===== config.mk =====
export PLATFORM = sky130hd
export DESIGN_NAME = spr_rom_server
export DESIGN_NICKNAME = d
export VERILOG_FILES = /design/src/rtl/spr_pkg.sv /design/src/rtl/spr_dec_prom.sv /design/src/rtl/spr_rom_server.sv
export SDC_FILE = /design/constraint.sdc
export NUM_CORES = 1
export LEC_CHECK = 0
export BUFFER_PORTS_ARGS = -buffer_cell sky130_fd_sc_hd__buf_2
export CORE_ASPECT_RATIO = 0.6
export CORE_MARGIN = 2
export CORE_UTILIZATION = 66
export DETAILED_ROUTE_END_ITERATION = 7
export HOLD_SLACK_MARGIN = 0.03
export PLACE_DENSITY_LB_ADDON = 0.3
export SLEW_MARGIN = 15
export SYNTH_ARGS = -nofsm -noshare
export SYNTH_HDL_FRONTEND = slang
export SYNTH_SLANG_ARGS = --single-unit

===== constraint.sdc =====
create_clock -name clk_main -period 8 [get_ports clk_main]
set_input_delay 1.2 -clock clk_main [delete_from_list [all_inputs] [get_ports clk_main]]
set_output_delay 1.2 -clock clk_main [all_outputs]
set_load 0.1 [all_outputs]

===== src/rtl/spr_pkg.sv =====
// Shared types and the CA[9:0] address permutation for the sprite-ROM server.
package spr_pkg;

  typedef logic [2:0] decode_mode_t;

  typedef enum logic [1:0] {
    ST_IDLE,
    ST_DECODE,
    ST_REQ,
    ST_WAIT
  } spr_state_t;

  localparam int CA_W  = 18;
  localparam int DA_W  = 18;
  localparam int SDR_W = 25;

  // CA[3] is not part of the permutation; it is appended below the permuted bits by the caller.
  function automatic logic [8:0] spr_permute(input decode_mode_t mode, input logic [9:0] ca);
    logic [8:0] p;
    unique case (mode)
      3'd0:       p = {ca[9], ca[8], ca[7], ca[6], ca[5], ca[4], ca[2], ca[1], ca[0]};
      3'd1:       p = {ca[9], ca[8], ca[7], ca[5], ca[6], ca[4], ca[2], ca[1], ca[0]};
      3'd2, 3'd3: p = {ca[9], ca[8], ca[7], ca[6], ca[4], ca[2], ca[1], ca[0], ca[5]};
      3'd4:       p = {ca[9], ca[7], ca[8], ca[6], ca[4], ca[2], ca[1], ca[0], ca[5]};
      3'd5, 3'd6: p = {ca[9], ca[8], ca[6], ca[4], ca[2], ca[1], ca[0], ca[7], ca[5]};
      3'd7:       p = {ca[8], ca[6], ca[4], ca[2], ca[1], ca[0], ca[9], ca[7], ca[5]};
      default:    p = {ca[9], ca[8], ca[7], ca[6], ca[5], ca[4], ca[2], ca[1], ca[0]};
    endcase
    return p;
  endfunction

endpackage


===== src/rtl/spr_dec_prom.sv =====
// 256x3 decode PROM: synchronous write from the ioctl loader, asynchronous read.
module spr_dec_prom
  import spr_pkg::*;
#(
  parameter logic [8*64-1:0] PROM_INIT = ""
) (
  input  logic       clk_main,
  input  logic       we,
  input  logic [7:0] waddr,
  input  logic [2:0] din,
  input  logic [7:0] raddr,
  output logic [2:0] mode
);

  logic [2:0] mem [256];
  decode_mode_t rd_mode;

  // Contents come solely from the loader port and survive reset.
  logic unused_init;
  assign unused_init = ^PROM_INIT;

  always_ff @(posedge clk_main) begin
    if (we) begin
      mem[waddr] <= din;
    end
  end

  assign rd_mode = mem[raddr];
  assign mode    = rd_mode;

endmodule


===== src/rtl/spr_rom_server.sv =====
// Sprite-ROM responder: permutes k051960 CA into an SDRAM word address, fetches
// over req/ack/valid and holds the last word on CD behind a one-entry tag.
module spr_rom_server
  import spr_pkg::*;
#(
  parameter logic [24:0]     ROM_BASE  = 25'h0,
  parameter logic [8*64-1:0] PROM_INIT = ""
) (
  input  logic        clk_main,
  input  logic        nRES,
  input  logic [17:0] CA,
  output logic [31:0] CD,
  output logic        cd_ok,
  input  logic        prom_we,
  input  logic [7:0]  prom_addr,
  input  logic [2:0]  prom_din,
  output logic [24:0] sdr_addr,
  output logic        sdr_req,
  input  logic        sdr_ack,
  input  logic        sdr_valid,
  input  logic [31:0] sdr_data
);

  spr_state_t   state_reg, state_next;
  logic [17:0]  ca_reg;
  logic [17:0]  tag_reg;
  logic         tag_valid_reg;
  logic [31:0]  cd_reg;
  logic [24:0]  addr_reg;

  decode_mode_t mode;
  logic [17:0]  da;
  logic         miss;
  logic         capture;
  logic         latch_addr;
  logic         fill;

  spr_dec_prom #(
    .PROM_INIT(PROM_INIT)
  ) u_prom (
    .clk_main(clk_main),
    .we      (prom_we),
    .waddr   (prom_addr),
    .din     (prom_din),
    .raddr   (ca_reg[17:10]),
    .mode    (mode)
  );

  // Decode always works from the CA sampled on entry, never the live input.
  assign da   = {ca_reg[17:10], spr_permute(mode, ca_reg[9:0]), ca_reg[3]};
  assign miss = !tag_valid_reg || (CA != tag_reg);

  always_comb begin
    state_next = state_reg;
    sdr_req    = 1'b0;
    capture    = 1'b0;
    latch_addr = 1'b0;
    fill       = 1'b0;
    unique case (state_reg)
      ST_IDLE: begin
        if (miss) begin
          capture    = 1'b1;
          state_next = ST_DECODE;
        end
      end
      ST_DECODE: begin
        latch_addr = 1'b1;
        state_next = ST_REQ;
      end
      ST_REQ: begin
        sdr_req = 1'b1;
        if (sdr_ack) begin
          // A valid arriving with the ack completes the fetch in one step.
          fill       = sdr_valid;
          state_next = sdr_valid ? ST_IDLE : ST_WAIT;
        end
      end
      ST_WAIT: begin
        if (sdr_valid) begin
          fill       = 1'b1;
          state_next = ST_IDLE;
        end
      end
      default: state_next = ST_IDLE;
    endcase
  end

  always_ff @(posedge clk_main) begin
    if (!nRES) begin
      state_reg     <= ST_IDLE;
      ca_reg        <= '0;
      tag_reg       <= '0;
      tag_valid_reg <= 1'b0;
      cd_reg        <= '0;
      addr_reg      <= '0;
    end else begin
      state_reg <= state_next;
      if (capture) begin
        ca_reg <= CA;
      end
      if (latch_addr) begin
        addr_reg <= ROM_BASE + {7'd0, da};
      end
      if (fill) begin
        cd_reg        <= sdr_data;
        tag_reg       <= ca_reg;
        tag_valid_reg <= 1'b1;
      end
    end
  end

  assign CD       = cd_reg;
  assign sdr_addr = addr_reg;
  assign cd_ok    = tag_valid_reg && (CA == tag_reg);

endmodule

==> run metrics <==
Yosys reg bits=between 800 and 900; total number of yosys warnings=0; fillers=3083; Post-CTS Hold Buffers=0; Int Power=7.43 mW; final core area utilization=73.5%; Top Ports=roughly 130; WP data arrival=approximately 5.5 ns; crit path time final=4.95 ns; Worst Hold Depth=2; placement-stage worst setup slack=3.16 ns; TNS Setup=0 ns; Synth Flop Type=edfxtp_1; CTS root buf=clkbuf_16; final hold vios=0; Initial Utilization=approximately 67%; Final Non-Filler Cells=about 3000; Final period util=around 60%; commonest cells after routing, fill and taps aside=edfxtp_1, nor2_1, nand2_1, mux4_2, mux2i_1; first-pass GRT wire length=136000 um; Placer Congestion=~0.93; core footprint=52400 sq um; Post-Route WL=about 94000 um; Clock Power Share=around 39%; layout net count=between 2000 and 2500; hold_ws=~0.45 ns; Max Fanout on Critical Path=~60; DR vias/cell=approximately 7.0; register area share after synthesis=a little under three quarters; GRT overflow=0; Pleak=approximately 12 nW; Clock Tree Buf Depth=3; hpwl dp=between 50000 and 60000 um; Worst-Skew Late Latency=0.62 ns; CP required=about 8.5 ns; # setup viols final=0; final worst slack=approximately 3.1 ns; fin area=38500 sq um; # resized after CTS=0; Starting DRT DRC Count=between 3000 and 4000; Site Rows=65; R2R depth=10; max FFs per register=between 700 and 800; initial antenna violation count=1; Slew @ Worst Pin=between 1 and 1.5 ns; Max IR drop VDD=approximately 230 uV; clk_skew=0.0209 ns; critical path's largest stage delay=roughly 0.87 ns; Async SR Flop Fraction=0%; Placed Cells=between 2000 and 3000; die width=between 300 and 400 um; Slew Limit Headroom=10.1%; Global Route Usage Sum=34.6%; CTS tree=yes; PD cells=256 nW/um^2; Crit Path Category=reg2reg; dpl cell area=between 30000 and 40000 sq um; Synth cell types=67; reg2reg end=sdr_addr[5]$_SDFFE_PN0N_; RSZ-0062 raised after global routing=no; Port Buf Inserts=roughly 120; area leader, netlist=edfxtp_1; Die Footprint=about 55000 sq um; CTS clock-pin slew for the worst setup and hold paths=roughly 0.07 ns; total power=~10 mW; Critical-path top delay cell=buf_4; max-slew violation count=0; cell mode on critical path=buf_4; Hold EP=CD[7]$_SDFFE_PN0P_; Syn Inst Count=about 2200; Max Cap Viol=0; commonest non-fill, non-tap cell in the layout=edfxtp_1; Syn-to-layout area delta=10.6%; f_max=202 MHz; Sw Share=between 20% and 30%; sequential share of power=approximately half; CTS Buf Count=between 70 and 80; DR vias=around 21000; Hold Startpoint=CD[7]$_SDFFE_PN0P_; cells along the critical path=buf_4, buf_4, mux4_2, a22oi_1, a21oi_1, o311a_1, nor4_4, xnor2_1, a2111o_1, a31oi_1; NetSw=about 2.4 mW; postcts setup bufs=0; vias in the first global route=around 20000; Reg with most FFs=u_prom.mem; DRT Pass-1 Iters=6; top cell type's share of synthesized area=between 60% and 70%; Remaining DRCs=0; combinational power share=10.5%; CTS H-tree depth=3; share of cells above drive strength 1=a little under a fifth; wire per inst=between 30 and 40 um; Post-Syn Area per Cell=about 16 sq um; Post-DRT Antenna Nets=0; Post-synth EDFFs=768; cell area after synthesis=approximately 35000 sq um; Worst setup SP type=register; CTS Sinks=between 800 and 900; chip height=between 150 and 200 um; largest net degree at the start of global routing=between 100 and 150; Min-Delay Path Class=reg2reg; Reg2Reg Setup Slack=~3 ns; CP endpoint kind=register; Synth area leaders=edfxtp_1, mux4_2, dfxtp_1; status=finished clean
==> cells by family (layout without fill, tap and decap cells) <==
logic type / count (synthesis) / after routing / synth area share [%]
mux: 274 / 274 / 12.8
xor+xnor: 19 / 19 / 0.478
other cells: 1 / 8 / 0.0108
flops: 865 / 865 / 71.8
simple gates: 612 / 612 / 7.38
compound gates: 260 / 260 / 5.15
buf+inv: 164 / 307 / 2.39
==> how the worst max path moves through the flow <==
stage,start,endpoint,slack (ns),cells past startpoint
after detailed placement,register,sdr_addr[5]$_SDFFE_PN0N_,3.16,10
after floorplan,CA[3],cd_ok,1.99,4
after global routing,register,sdr_addr[5]$_SDFFE_PN0N_,2.94,10
final,register,sdr_addr[5]$_SDFFE_PN0N_,3.05,10
after CTS,register,sdr_addr[1]$_SDFFE_PN0N_,3.13,9
after global placement,register,sdr_addr[5]$_SDFFE_PN0N_,3.28,10
==> critical path, delay by kind of cell (launching register included) <==
family	cells	cell delay [ns]
AO/OA/AOI/OAI	5	1.49
XOR/XNOR	1	0.33
buffers and inverters	2	1.41
flip-flops	1	0.38
multiplexers	1	0.44
AND/OR/NAND/NOR	1	0.75
==> per-layer routing <==
metal | global-route usage, % | wire length, um | part of all wire (%) | vias up
met1 | 51.5 | 34800 | 37 | 10600
met3 | 13.4 | 15400 | 16 | 245
met4 | 11.1 | 3430 | 3.7 | 0
met2 | 47.6 | 39900 | 43 | 1846
li1 | - | - | - | 8614
met5 | 0 | 0 | 0 | -
==> cell type report <==
type,instances,area [sq um],share of cell area (%)
antenna,1,2.50,0.00650
clock buffer,88,2000,5.19
clock inverter,47,552,1.43
inverter,10,37.5,0.0975
multi-input combinational,1172,9050,23.5
sequential,865,25000,65.0
tap,703,880,2.28
timing repair buffer,162,975,2.53
==> Yosys cell counts, drive strengths merged, types with 2 or more instances <==
library cell and instances:
a2111o 2, a2111oi 3, a211oi 10, a21boi 3, a21oi 75, a221o 3, a221oi 8, a22o 5
a22oi 87, a311oi 4, a31oi 7, a41o 3, and2 4, and3 4, buf 70, clkbuf 84
dfxtp 97, edfxtp 768, inv 10, mux2 5, mux2i 132, mux4 137, nand2 181, nand2b 6
nand3 44, nand3b 2, nand4 19, nor2 307, nor2b 27, nor3 8, nor4 5, o2111ai 5
o211a 2, o211ai 4, o21a 4, o21ai 16, o31a 3, o31ai 5, o41ai 2, or4 2
xnor2 16, xor2 3
==> power by group through the flow <==
stage                     combinational, mW  sequential [mW]  clock [mW]
after floorplan                       0.595             5.17           0
after global placement                0.972             5.10           0
after detailed placement              0.992             5.10           0
after CTS                              1.00             5.00        3.81
after global routing                   1.07             5.01        3.99
final                                  1.04             5.01        3.81
Note: power is estimated with default switching activity, not from simulation.
